File: src/rtl/pdp8_exec_unit.sv
// PDP-8 execute stage: memory-reference ops and OPR group 1/2 microcode with req/ack memory handshakes.
// Optional PDP8_EXEC_OSR_EN adds the sw_reg port and the group 2 OSR microbit.
module pdp8_exec_unit #(
  parameter int DATA_WIDTH  = 12,
  parameter int ADDR_WIDTH  = 12,
  parameter int MEM_TIMEOUT = 255
) (
  input  logic                  clk,
  input  logic                  reset,
  input  logic [ADDR_WIDTH-1:0] base_addr,
  input  logic                  instr_valid,
  input  logic [DATA_WIDTH-1:0] instr,
  input  logic [ADDR_WIDTH-1:0] eff_addr,
  output logic                  busy,
  output logic [ADDR_WIDTH-1:0] pc_value,
  output logic [DATA_WIDTH-1:0] ac_value,
  output logic                  link_value,
  output logic                  halted,
  output logic                  err_timeout,
`ifdef PDP8_EXEC_OSR_EN
  input  logic [DATA_WIDTH-1:0] sw_reg,
`endif
  output logic                  rd_req,
  output logic [ADDR_WIDTH-1:0] rd_addr,
  input  logic                  rd_ack,
  input  logic [DATA_WIDTH-1:0] rd_data,
  output logic                  wr_req,
  output logic [ADDR_WIDTH-1:0] wr_addr,
  output logic [DATA_WIDTH-1:0] wr_data,
  input  logic                  wr_ack
);

  localparam int TW = $clog2(MEM_TIMEOUT + 1);
  localparam logic [TW-1:0]         TMO_LAST = TW'(MEM_TIMEOUT - 1);
  localparam logic [TW-1:0]         TMO_ONE  = TW'(1);
  localparam logic [ADDR_WIDTH-1:0] ONE_A    = ADDR_WIDTH'(1);
  localparam logic [DATA_WIDTH-1:0] ONE_D    = DATA_WIDTH'(1);

  localparam logic [2:0] OP_AND = 3'd0;
  localparam logic [2:0] OP_TAD = 3'd1;
  localparam logic [2:0] OP_ISZ = 3'd2;
  localparam logic [2:0] OP_DCA = 3'd3;
  localparam logic [2:0] OP_JMS = 3'd4;
  localparam logic [2:0] OP_JMP = 3'd5;
  localparam logic [2:0] OP_OPR = 3'd7;

  typedef enum logic [2:0] {
    S_INIT, S_WAIT, S_DISPATCH, S_RD_WAIT, S_WR_WAIT, S_RETIRE, S_HALT, S_ERR
  } state_t;

  state_t                state_q, state_d;
  logic [ADDR_WIDTH-1:0] pc_q, pc_d, pcw_q, pcw_d, ea_q, ea_d;
  logic [DATA_WIDTH-1:0] ac_q, ac_d, acw_q, acw_d, ir_q, ir_d, wdata_q, wdata_d;
  logic                  link_q, link_d, lnw_q, lnw_d, hlt_q, hlt_d;
  logic [TW-1:0]         tmo_q, tmo_d;

  logic [2:0]            opcode;
  logic [8:0]            mb;
  logic [ADDR_WIDTH-1:0] pc_inc;
  logic [DATA_WIDTH:0]   lac_g1;
  logic                  skip_g2;
  logic [DATA_WIDTH-1:0] osr_val, ac_g2, isz_v;
  logic [DATA_WIDTH:0]   tad_sum;

  // Group 1: clear, complement, increment, then rotate the {LINK,AC} word.
  function automatic logic [DATA_WIDTH:0] opr_group1(input logic [DATA_WIDTH:0] lac_in,
                                                     input logic [8:0] bits);
    logic [DATA_WIDTH:0] r;
    logic [DATA_WIDTH:0] inc;
    r = lac_in;
    if (bits[7]) r[DATA_WIDTH-1:0] = '0;
    if (bits[6]) r[DATA_WIDTH] = 1'b0;
    if (bits[5]) r[DATA_WIDTH-1:0] = ~r[DATA_WIDTH-1:0];
    if (bits[4]) r[DATA_WIDTH] = ~r[DATA_WIDTH];
    if (bits[0]) begin
      inc = {1'b0, r[DATA_WIDTH-1:0]} + {{DATA_WIDTH{1'b0}}, 1'b1};
      r   = {r[DATA_WIDTH] ^ inc[DATA_WIDTH], inc[DATA_WIDTH-1:0]};
    end
    if (bits[3] ^ bits[2]) begin
      for (int i = 0; i < 2; i++) begin
        if (i == 0 || bits[1])
          r = bits[3] ? {r[0], r[DATA_WIDTH:1]} : {r[DATA_WIDTH-1:0], r[DATA_WIDTH]};
      end
    end
    return r;
  endfunction

  // Reverse-sense skip (bit3) is the exact complement of the OR of selected conditions.
  function automatic logic opr_group2_skip(input logic signed [DATA_WIDTH-1:0] ac,
                                           input logic link, input logic [8:0] bits);
    logic any;
    any = (bits[6] & (ac < 0)) | (bits[5] & (ac == '0)) | (bits[4] & link);
    return bits[3] ? ~any : any;
  endfunction

  assign opcode  = ir_q[DATA_WIDTH-1 -: 3];
  assign mb      = ir_q[8:0];
  assign pc_inc  = pc_q + ONE_A;
  assign lac_g1  = opr_group1({link_q, ac_q}, mb);
  assign skip_g2 = opr_group2_skip(ac_q, link_q, mb);
`ifdef PDP8_EXEC_OSR_EN
  assign osr_val = mb[2] ? sw_reg : '0;
`else
  assign osr_val = '0;
`endif
  assign ac_g2   = (mb[7] ? '0 : ac_q) | osr_val;
  assign isz_v   = rd_data + ONE_D;
  assign tad_sum = {1'b0, acw_q} + {1'b0, rd_data};

  always_comb begin
    state_d = state_q;
    pc_d    = pc_q;
    ac_d    = ac_q;
    link_d  = link_q;
    pcw_d   = pcw_q;
    acw_d   = acw_q;
    lnw_d   = lnw_q;
    ir_d    = ir_q;
    ea_d    = ea_q;
    wdata_d = wdata_q;
    hlt_d   = hlt_q;
    tmo_d   = '0;
    case (state_q)
      S_INIT: begin
        pc_d    = base_addr;
        state_d = S_WAIT;
      end
      S_WAIT: begin
        if (instr_valid) begin
          ir_d    = instr;
          ea_d    = eff_addr;
          state_d = S_DISPATCH;
        end
      end
      S_DISPATCH: begin
        pcw_d   = pc_inc;
        acw_d   = ac_q;
        lnw_d   = link_q;
        hlt_d   = 1'b0;
        state_d = S_RETIRE;
        case (opcode)
          OP_AND, OP_TAD, OP_ISZ: state_d = S_RD_WAIT;
          OP_DCA: begin
            wdata_d = ac_q;
            state_d = S_WR_WAIT;
          end
          OP_JMS: begin
            wdata_d = DATA_WIDTH'(pc_inc);
            state_d = S_WR_WAIT;
          end
          OP_JMP: pcw_d = ea_q;
          OP_OPR: begin
            if (!mb[8]) begin
              {lnw_d, acw_d} = lac_g1;
            end else if (!mb[0]) begin
              if (skip_g2) pcw_d = pc_inc + ONE_A;
              acw_d = ac_g2;
              hlt_d = mb[1];
            end
          end
          default: ;
        endcase
      end
      S_RD_WAIT: begin
        if (rd_ack) begin
          state_d = S_RETIRE;
          case (opcode)
            OP_AND: acw_d = acw_q & rd_data;
            OP_TAD: begin
              acw_d = tad_sum[DATA_WIDTH-1:0];
              lnw_d = lnw_q ^ tad_sum[DATA_WIDTH];
            end
            default: begin
              wdata_d = isz_v;
              if (isz_v == '0) pcw_d = pcw_q + ONE_A;
              state_d = S_WR_WAIT;
            end
          endcase
        end else if (tmo_q == TMO_LAST) begin
          state_d = S_ERR;
        end else begin
          tmo_d = tmo_q + TMO_ONE;
        end
      end
      S_WR_WAIT: begin
        if (wr_ack) begin
          state_d = S_RETIRE;
          if (opcode == OP_DCA) acw_d = '0;
          if (opcode == OP_JMS) pcw_d = ea_q + ONE_A;
        end else if (tmo_q == TMO_LAST) begin
          state_d = S_ERR;
        end else begin
          tmo_d = tmo_q + TMO_ONE;
        end
      end
      S_RETIRE: begin
        pc_d    = pcw_q;
        ac_d    = acw_q;
        link_d  = lnw_q;
        state_d = hlt_q ? S_HALT : S_WAIT;
      end
      S_HALT:  state_d = S_HALT;
      S_ERR:   state_d = S_ERR;
      default: state_d = S_ERR;
    endcase
  end

  always_ff @(posedge clk or posedge reset) begin
    if (reset) begin
      state_q <= S_INIT;
      pc_q    <= '0;
      ac_q    <= '0;
      link_q  <= 1'b0;
      pcw_q   <= '0;
      acw_q   <= '0;
      lnw_q   <= 1'b0;
      ir_q    <= '0;
      ea_q    <= '0;
      wdata_q <= '0;
      hlt_q   <= 1'b0;
      tmo_q   <= '0;
    end else begin
      state_q <= state_d;
      pc_q    <= pc_d;
      ac_q    <= ac_d;
      link_q  <= link_d;
      pcw_q   <= pcw_d;
      acw_q   <= acw_d;
      lnw_q   <= lnw_d;
      ir_q    <= ir_d;
      ea_q    <= ea_d;
      wdata_q <= wdata_d;
      hlt_q   <= hlt_d;
      tmo_q   <= tmo_d;
    end
  end

  assign busy        = (state_q != S_WAIT);
  assign halted      = (state_q == S_HALT);
  assign err_timeout = (state_q == S_ERR);
  assign rd_req      = (state_q == S_RD_WAIT);
  assign wr_req      = (state_q == S_WR_WAIT);
  assign rd_addr     = ea_q;
  assign wr_addr     = ea_q;
  assign wr_data     = wdata_q;
  assign pc_value    = pc_q;
  assign ac_value    = ac_q;
  assign link_value  = link_q;

endmodule

File: config.mk
export PLATFORM = sky130hd
export DESIGN_NAME = pdp8_exec_unit
export DESIGN_NICKNAME = d
export VERILOG_FILES = /design/src/rtl/pdp8_exec_unit.sv
export SDC_FILE = /design/constraint.sdc
export NUM_CORES = 1
export LEC_CHECK = 0
export CAP_MARGIN = 20
export CORE_ASPECT_RATIO = 1.5
export CORE_MARGIN = 2
export CORE_UTILIZATION = 45
export DETAILED_ROUTE_END_ITERATION = 10
export HOLD_SLACK_MARGIN = 0.15
export PLACE_DENSITY = 0.68
export SETUP_SLACK_MARGIN = 0.02
export SYNTH_ARGS = -nofsm -noshare
export SYNTH_HDL_FRONTEND = slang
export SYNTH_SLANG_ARGS = --single-unit
File: constraint.sdc
create_clock -name clk -period 5.9 [get_ports clk]
set_input_delay 1.18 -clock clk [delete_from_list [all_inputs] [get_ports clk]]
set_output_delay 1.18 -clock clk [all_outputs]
set_load 0.02 [all_outputs]
==> results.md, run 1 <==
* VDD IR max at 0.2965 mV
* Hold Crit Start: wr_data[1]
* Die area at 19120 sq um
* Yosys cell types at 76
* Number of global-route vias before repair at 7565
* I/O pin total at 119
* Kind of critical path: flop to flop
* Syn avg cell area at 7.978 sq um
* Core Util, Final at 53.76%
* Setup-failing EPs final at 0
* TNS Setup at 0 ns
* Syn_nets at 1089
* Placer Congestion at 0.9776
* RR Endpoint: acw_q[2]
* Worst path cell trace: inv_1 > xnor2_1 > ha_1 > nand2_1 > o41ai_1 > a21o_1 > a21oi_1 > o31a_1 > a211oi_1
* Clk_lat worst skew at 0.37 ns
* Minimum clock period at 3.886 ns
* Htree depth at 3
* Status: finished, final reports clean
* Starting density of the core at 45.56%
* Clock root cell: clkbuf_16
* Most common cell after layout, fill and taps aside: nand2_1
* Final hold violation count at 0
* Net Sw Frac at 52.43%
* Syn. warnings at 0
* Highest-count cells in the layout ignoring fill and taps: 119 x nand2_1, 118 x clkdlybuf4s50_1, 98 x dfrtp_1
* Nets at 1145
* CTS Hold Bufs at 0
* Syn Std Cell Area at 8105 sq um
* Global-route wire length before repair at 41410 um
* Clock network fraction of total power at 10.3%
* Area grow syn2layout at 18.00%
* Sequential area share after synthesis at 30.26%
* Via/cell ratio at 6.143
* # diodes at 0
* Worst EP arrival at 4.17 ns
* FF+latch count, synth at 98
* Core ar. at 17790 sq um
* Total CTS buffers at 9
* Worst r2r path cells at 9
* RSZ-0062 raised after global routing: no
* Max Freq at 257.4 MHz
* Startpoint class of the critical path: flop
* Total number of vias at 7949
* Pint at 2.802 mW
* Initial antenna violation count at 0
* Place WS at 1.706 ns
* Crit-path slowest cell: o41ai_1
* Fin crit share at 65.86%
* Fraction of layout cells with a size suffix above 1 at 7.521%
* Clock transition at path regs at 0.08 ns
* Setup ws final at 2.014 ns
* Leak at 3.738 nW
* Skew final at 0.009041 ns
* Port Buffer Count at 118
* Least-Margin Pin Slew at 0.9818 ns
* CP Launch Point: ir_q[5]
* Non-Filler Instances at 1294
* Clock Sinks at 98
* Worst stage delay on the critical path at 0.95 ns
* GRT Overall Usage at 27.76%
* Largest net degree at the start of global routing at 60
* Hold Path Stages at 2
* Hold crit path type: flop to flop
* Worst Path Max Fanout at 19
* Initial DRC count at 507
* Max transition margin at 33.69%
* Synth Flop Type: dfrtp_1
* NetSw at 3.088 mW
* Final WL at 26590 um
* Worst Setup End Kind: flop
* Power Dens Cells at 615.9 nW/um^2
* Pre-antenna DRT Iters at 5
* Gr ovfl total at 0
* Post-detailed-route wirelength per cell at 20.55 um
* Asr flop ratio synth at 100.0%
* Std cell rows at 60
* Post-route antenna net violation count at 0
* EDFF count, synth at 0
* Combinational share of power at 61.9%
* Required time of the worst setup path at 6.18 ns
* Chip width at 113.6 um
* Post-route DRC at 0
* Post-CTS Setup Inserts at 0
* CTS tree: built
* Reg2reg start: ir_q[5]
* Slew Limit Fails at 0
* Dpl cells at 1278
* Max-cap violations at 0
* Sequential share of power at 27.8%
* Cts repair resizes at 0
* Mapped Cells at 1016
* Critical Path Sink: acw_q[2]
* Max clock buf depth at 2
* Die H at 168.4 um
* R2R Setup Slk at 2.01 ns
* DPL Wire Length at 19840 um
-- final cells by class --
type / count / area, sq um
Multi-Input combinational cell: 811 / 5197
Inverter: 23 / 93.84
Tap cell: 217 / 271.5
Clock buffer: 9 / 225.2
Fill cell: 1686 / 8228
Timing Repair Buffer: 129 / 1264
Sequential cell: 98 / 2452
Clock inverter: 7 / 60.06
-- sequential cells by signal, indices dropped and copies added, names as in the netlist --
register    cells
ac_value       12
ir_q           12
lnw_q           1
rd_addr        12
tmo_q           8
state_q         3
link_value      1
pc_value       12
acw_q          12
pcw_q          12
hlt_q           1
wr_data        12
-- synthesized netlist by cell type, drive strengths merged (9+ instances only) --
cell type,count,share of area [%]
inv,22,1.0
and3,13,1.0
nand4,14,1.1
a221oi,9,0.97
dfrtp,98,30
a21oi,62,3.8
mux2i,23,2.8
ha,19,2.9
a211oi,19,1.8
nor4,10,0.77
xnor2,45,5.0
nor3,33,2.0
mux2,35,4.9
clkbuf,55,2.6
nor2,97,4.5
o21ai,86,5.3
a31oi,12,0.93
nand2,119,5.5
xor2,24,2.6
nand3,30,1.9
buf,29,2.2
nor2b,19,1.5
o22ai,9,0.69
-- cells by family (layout without fill, tap and decap cells) --
family,after synthesis,in the layout,share of synthesized area [%]
AO/OA/AOI/OAI,293,293,23.96
XOR/XNOR,69,69,7.549
adder cells (fa/ha/maj),20,20,3.180
buffers and inverters,107,168,5.881
flip-flops,98,98,30.26
multiplexers,58,58,7.703
AND/OR/NAND/NOR,371,371,21.47
-- power by group through the flow --
stage / sequential, mW / clock, mW / combinational (mW)
after floorplan: 1.40 / 0 / 2.65
after CTS: 1.63 / 0.611 / 3.63
after global placement: 1.64 / 0 / 3.59
final: 1.64 / 0.604 / 3.65
after global routing: 1.68 / 0.642 / 3.98
after detailed placement: 1.64 / 0 / 3.61
-- critical path, delay by kind of cell, from the launching register on --
family                   cells  cell delay (ns)
XOR/XNOR                     1             0.36
adder cells (fa/ha/maj)      1             0.19
AND/OR/NAND/NOR              1             0.19
AO/OA/AOI/OAI                5             1.81
buffers and inverters        1             0.44
flip-flops                   1             0.81
-- how the worst min path moves through the flow --
stage / slack, ns / to
2_1_floorplan: 0.49 / hlt_q
3_3_place_gp: 0.46 / wr_data[5]
3_5_place_dp: 0.47 / wr_data[1]
4_1_cts: 0.49 / wr_data[1]
5_1_grt: 0.53 / wr_data[8]
6_report: 0.49 / wr_data[1]
-- layer usage --
| metal | up-vias | global-route usage, % | wire, um |
|---|---|---|---|
| met5 | - | 0 | 0 |
| met4 | 0 | 18.08 | 1607 |
| met3 | 76 | 2.844 | 1118 |
| met2 | 264 | 48.24 | 13520 |
| met1 | 3797 | 32.12 | 10350 |
| li1 | 3812 | - | - |
-- per-stage QoR --
step | power, mW | cell area (sq um) | hold slack, ns
after global placement | 5.225 | 9279 | 0.4635
final | 5.890 | 9564 | 0.4862
after floorplan | 4.046 | 8105 | 0.4907
after CTS | 5.871 | 9564 | 0.4895
after detailed placement | 5.252 | 9279 | 0.4710
after global routing | 6.300 | 9564 | 0.5298
(Power assumes the default switching activity.)
==> inputs of run 2 (changes only) <==
- PLACE_DENSITY: 0.68 -> 0.71
- clock period: 5.9 -> 3.15 ns (I/O delays scaled with it)
==> results.md, run 2 (synthesis results as in run 1) <==
* Slew Limit Fails at 0 (unchanged)
* Htree depth at 3 (unchanged)
* I/O pin total at 119 (unchanged)
* Initial antenna violation count at 0 (unchanged)
* Leak at 4.086 nW (+9.3%)
* Setup-failing EPs final at 0 (unchanged)
* Setup ws final at 0.1224 ns (-1.892 ns)
* Max Freq at 330.3 MHz (+28%)
* Post-detailed-route wirelength per cell at 19.90 um (-3.2%)
* Worst Setup End Kind: flop
* Post-CTS Setup Inserts at 0 (unchanged)
* Place WS at -0.2254 ns (-1.931 ns)
* Clock Sinks at 98 (unchanged)
* Hold crit path type: flop to flop
* # diodes at 0 (unchanged)
* Overall power at 11.64 mW (+98%)
* Skew final at 0.008107 ns (-0.0009336 ns)
* Post-Layout Inst Area at 10140 sq um (+6.0%)
* Least-Margin Pin Slew at 0.8396 ns (-0.1421 ns)
* Worst EP arrival at 3.29 ns (-0.88 ns)
* Non-Filler Instances at 1364 (+5.4%)
* Highest-count cells in the layout ignoring fill and taps: 119 x nand2_1, 118 x clkdlybuf4s50_1, 97 x dfrtp_1
* Die area at 19120 sq um (unchanged)
* R2R Setup Slk at 0.12 ns (-1.89 ns)
* GRT Overall Usage at 28.59% (+0.83 points)
* Fraction of layout cells with a size suffix above 1 at 13.43% (+5.9 points)
* Global-route wire length before repair at 42950 um (+3.7%)
* Pre-antenna DRT Iters at 5 (unchanged)
* Die H at 168.4 um (unchanged)
* Dpl cell area at 9831 sq um (+5.9%)
* Post-route antenna net violation count at 0 (unchanged)
* Number of global-route vias before repair at 8109 (+7.2%)
* Placer Congestion at 0.9468 (-3.2%)
* Dpl cells at 1348 (+5.5%)
* Clk_lat worst skew at 0.37 ns (about the same)
* Max clock buf depth at 2 (unchanged)
* Final hold violation count at 0 (unchanged)
* Clock transition at path regs at 0.08 ns (about the same)
* Nets at 1215 (+6.1%)
* Max-cap violations at 0 (unchanged)
* Required time of the worst setup path at 3.41 ns (-2.77 ns)
* Post-route DRC at 0 (unchanged)
* Fin crit share at 96.12% (+30 points)
* Via/cell ratio at 6.155 (+0.19%)
* Total CTS buffers at 9 (unchanged)
* Kind of critical path: flop to flop
* Chip width at 113.6 um (unchanged)
* Most common cell after layout, fill and taps aside: nand2_1
* Max transition margin at 44.02% (+10 points)
* Worst Path Max Fanout at 8 (-11)
* Minimum clock period at 3.028 ns (-0.8579 ns)
* Std cell rows at 60 (unchanged)
* Port Buffer Count at 118 (unchanged)
* Status: finished, final reports clean
* Power Dens Cells at 1148 nW/um^2 (+86%)
* VDD IR max at 0.6203 mV (+110%)
* Initial DRC count at 550 (+8.5%)
* Core ar. at 17790 sq um (unchanged)
* Startpoint class of the critical path: flop
* Starting density of the core at 45.56% (unchanged)
* Final WL at 27140 um (+2.1%)
* Clock root cell: clkbuf_16
* DPL Wire Length at 20520 um (+3.5%)
* Gr ovfl total at 0 (unchanged)
* Largest net degree at the start of global routing at 99 (+65%)
* Area grow syn2layout at 25.10%
* Total number of vias at 8395 (+5.6%)
* CTS tree: built
* RSZ-0062 raised after global routing: no
-- run 2: metrics by stage --
stage,setup TNS (ns),util [%],hold slack [ns]
detailed placement,-1.614,55.25,0.4764
finish,0,56.99,0.4903
floorplan,0,-,0.4907
CTS,0,56.94,0.4951
global route,0,56.99,0.5163
global placement,-0.5101,55.25,0.4673
-- run 2: worst paths after layout --
kind	startpoint	endpoint	depth (start not counted)
worst min-delay path	wr_data[2]	wr_data[2]	2
worst max-delay path	ac_value[1]	pcw_q[9]	8
min in group asynchronous	reset	rd_addr[4]	3
worst min register to register	wr_data[2]	wr_data[2]	2
max in group asynchronous	reset	ac_value[0]	3
worst max register to register	ac_value[1]	pcw_q[9]	8
-- run 2: what timing repair did --
| item | CTS | global route |
|---|---|---|
| resized for setup | 1 | 2 |
| endpoints found under the setup margin | 6 | 3 |
| hold buffers | 0 | 0 |
-- run 2: routing by layer --
metal | track usage, % | vias to the layer above | routed length, um
met2 | 51.60 | 338 | 14030
met4 | 15.96 | 0 | 1551
met1 | 31.95 | 4019 | 10180
li1 | - | 3945 | -
met5 | 0 | - | 0
met3 | 3.888 | 93 | 1380
-- run 2: power by group --
group | internal, mW | switching, mW
clock network | 0.559 | 0.581
logic | 3.30 | 4.49
registers | 1.82 | 0.893
total | 5.68 | 5.96
-- run 2: area by class of cell --
type                       count  area (sq um)
clock buffer                   9         225.2
clock inverter                 7         70.07
fill                        1650          7652
inverter                      23         95.09
multi-input combinational    811          5210
sequential                    98          2454
tap                          217         271.5
timing repair buffer         199          1814
-- run 2: critical path: stages, from the launching register on --
cell,delay (ns)
dfrtp_1,0.52
nor3_2,0.40
nand4_1,0.40
and4_1,0.34
o2111ai_1,0.35
nor3_1,0.11
a21o_1,0.18
a221o_1,0.30
a221oi_1,0.31
==> variant, RTL diff (settings of run 2) <==
`pc_q`, `ac_q`, `ir_q`, `ea_q` and `wdata_q` no longer have a reset.
--- a/src/rtl/pdp8_exec_unit.sv
+++ b/src/rtl/pdp8_exec_unit.sv
@@ -208,31 +208,29 @@
   always_ff @(posedge clk or posedge reset) begin
     if (reset) begin
       state_q <= S_INIT;
-      pc_q    <= '0;
-      ac_q    <= '0;
       link_q  <= 1'b0;
       pcw_q   <= '0;
       acw_q   <= '0;
       lnw_q   <= 1'b0;
-      ir_q    <= '0;
-      ea_q    <= '0;
-      wdata_q <= '0;
       hlt_q   <= 1'b0;
       tmo_q   <= '0;
     end else begin
       state_q <= state_d;
-      pc_q    <= pc_d;
-      ac_q    <= ac_d;
       link_q  <= link_d;
       pcw_q   <= pcw_d;
       acw_q   <= acw_d;
       lnw_q   <= lnw_d;
-      ir_q    <= ir_d;
-      ea_q    <= ea_d;
-      wdata_q <= wdata_d;
       hlt_q   <= hlt_d;
       tmo_q   <= tmo_d;
     end
+  end
+
+  always_ff @(posedge clk) begin
+    pc_q    <= pc_d;
+    ac_q    <= ac_d;
+    ir_q    <= ir_d;
+    ea_q    <= ea_d;
+    wdata_q <= wdata_d;
   end
 
   assign busy        = (state_q != S_WAIT);
Behaviour: not the same (a bounded check fails within 4 cycles, from zero or initial values and one cycle with reset high).
==> variant against run 2 <==
Utilization grew 1.1 points; total power shrank 24%; synthesized area shrank 4.0%; clock power grew 9%; sequential share of layout area grew 4.0 points; first-iteration DRC count grew 46%; clock skew grew 2.7 ps; sequential power shrank 9.2%; via count shrank 9.3%; final area shrank 3.6%; final cell count shrank 8.9%; sequential cell count is the same; routed wire length shrank 7.4%; worst setup slack gained 30 ps; largest power group unchanged.
==> variant: results (changes against run 2) <==
[run_status]
outcome=completed  ; unchanged

[grt]
grtUsageMet2=0.489  ; was 0.516
antenna_found_initial=0  ; unchanged
grt_pass1_wl_mm=39.6  ; was 42.9 mm
grt_pass1_vias=7337  ; was 8,109
grt_start_max_net_pins=39  ; was 99
use_met3=0.0332  ; was 0.0389
globalRouteTotalUtil=0.273  ; was 0.286
grtUsageMet1=0.319  ; was 0.320

[setup_path]
cpLargestDelayFamily=compound AO/OA/AOI/OAI gates  ; was simple AND/OR/NAND/NOR gates
worst_path_max_delay_cell=edfxtp_1  ; was dfrtp_1
timing.critical_path.fanout_max=4  ; was 8
endpoint=acw_q[7]  ; was pcw_q[9]
reg2regPathDepth=12  ; was 8
reg2reg_from=ir_q[7]  ; was ac_value[1]
worstPathArrival_ps=3290  ; about the same
reg2reg_setup_slack_ps=150  ; was 120 ps
slowest_delay_ps=410  ; was 520 ps

[timing]
worst-slew-pin-transition_ps=645  ; was 840 ps
final.setup_skew_ps=10.8  ; was 8.11 ps
period_utilization=0.952  ; was 0.961

[cells_and_area]
final_nets=1100  ; was 1,215
fill_cells=1531  ; was 1,650
post_layout_nonfiller_instances=1242  ; was 1,364
number_of_inserted_diodes=0  ; unchanged
post_route_cells_drive_above_1_share=0.112  ; was 0.134

[drt]
drt_drc_violations_left=0  ; unchanged
detailroute.via_count=7616  ; was 8,395
wl_met3_mm=1.33  ; was 1.38 mm
drt-initial-drc-count=801  ; was 550
dr_wl_met2_mm=12.7  ; was 14.0 mm
route.final.wire_length_mm=25.1  ; was 27.1 mm
met1_length_mm=9.72  ; was 10.2 mm
drt_pass1_iterations=6  ; was 5
top_layer=met4  ; unchanged

[place]
dp_slack_ps=-79.3  ; was -225 ps
placer_s_final_routability_congestion_estimate=0.993  ; was 0.947
dp.final_hpwl_mm=19.3  ; was 20.5 mm
placed_cell_area_mm2=0.00941  ; was 0.00983 mm^2

[logic_synthesis]
number_of_enable_type_register_cells_in_the_synthesized_netlist=60  ; was 0
synth.largest_area_cell=edfxtp_1  ; was dfrtp_1
syn-num-nets=972  ; was 1,089
top_cells_by_area_in_the_synthesized_netlist=edfxtp_1 23%, dfrtp_1 12%, xnor2_1 5.3%  ; was dfrtp_1 30%, nand2_1 5.5%, o21ai_0 5.2%
synth_seq_area_share=0.354  ; was 0.303
yosys-top-cells-count=104 x nand2_1, 74 x nor2_1, 67 x o21ai_0  ; was 119 x nand2_1, 98 x dfrtp_1, 96 x nor2_1
yosys_warnings=0  ; unchanged
netlist-cell-type-count=83  ; was 76
average_cell_area_after_synthesis_um2=8.66  ; was 7.98 um^2
ys_async_sr_fraction=0.388  ; was 1.00

[clock_network]
clk_latency_ps=360
clockBufferDepth=2  ; unchanged
cts_max_level=3  ; unchanged

[power_and_ir_drop]
ir_drop_worst_case_vdd_mv=0.407  ; was 0.620 mV
static-leakage-power_nw=3.60  ; was 4.09 nW

[hold_path]
min-delay-start=acw_q[10]  ; was wr_data[2]
whs_path_depth=0  ; was 2
hold-path-endpoint=ac_value[10]  ; was wr_data[2]
hold_path.class=flip-flop to flip-flop  ; unchanged

[variant: cell count changes after synthesis, sizes merged, moves of 6 or more]
cell	delta
o21ai	-18
clkbuf	-15
nor2	-22
nor3	-11
a221oi	-8
a22o	+6
a211oi	-10
nand2	-15
dfrtp	-60
nor2b	-9
mux2	-24
a21oi	-20
edfxtp	+60
o211ai	+14
[variant: logic make-up (layout without fill, tap and decap cells)]
family,Yosys count,after routing,share of synthesized area
buffers and inverters,94,227,0.0566
multiplexers,31,31,0.0421
XOR/XNOR,70,70,0.0788
AO/OA/AOI/OAI,260,260,0.228
adder cells (fa/ha/maj),20,20,0.0331
flip-flops,98,98,0.354
AND/OR/NAND/NOR,326,326,0.208
[variant: layout make-up]
cell class | count | area (um^2) | share of cell area
Multi-Input combinational cell | 707 | 4630 | 0.474
Tap cell | 210 | 263 | 0.0269
Timing Repair Buffer | 188 | 1710 | 0.175
Inverter | 23 | 91.3 | 0.00934
Clock inverter | 4 | 52.6 | 0.00537
Sequential cell | 98 | 2750 | 0.282
Clock buffer | 12 | 279 | 0.0285
[variant: through the flow]
stage                     TNS (ps)  hold WS, ps  utilization  power (mW)
after detailed placement      -137          479        0.559        7.51
after global routing         -44.3          505        0.581        9.40
after CTS                        0          498        0.578        8.77
after global placement        -115          473        0.559        7.48
final                            0          495        0.581        8.85
after floorplan                  0          445            -        5.68
[variant: power by group]
| group | switching, mW | internal (mW) | total, mW |
|---|---|---|---|
| registers | 0.532 | 1.93 | 2.46 |
| clock network | 0.520 | 0.718 | 1.24 |
| logic | 3.01 | 2.14 | 5.15 |
| total | 4.06 | 4.79 | 8.85 |
[variant: what timing repair did]
item | CTS | global route
setup endpoints to repair | 0 | 4
setup buffers | 0 | 1
gates resized for setup | 0 | 5
hold endpoints to repair | 0 | 0
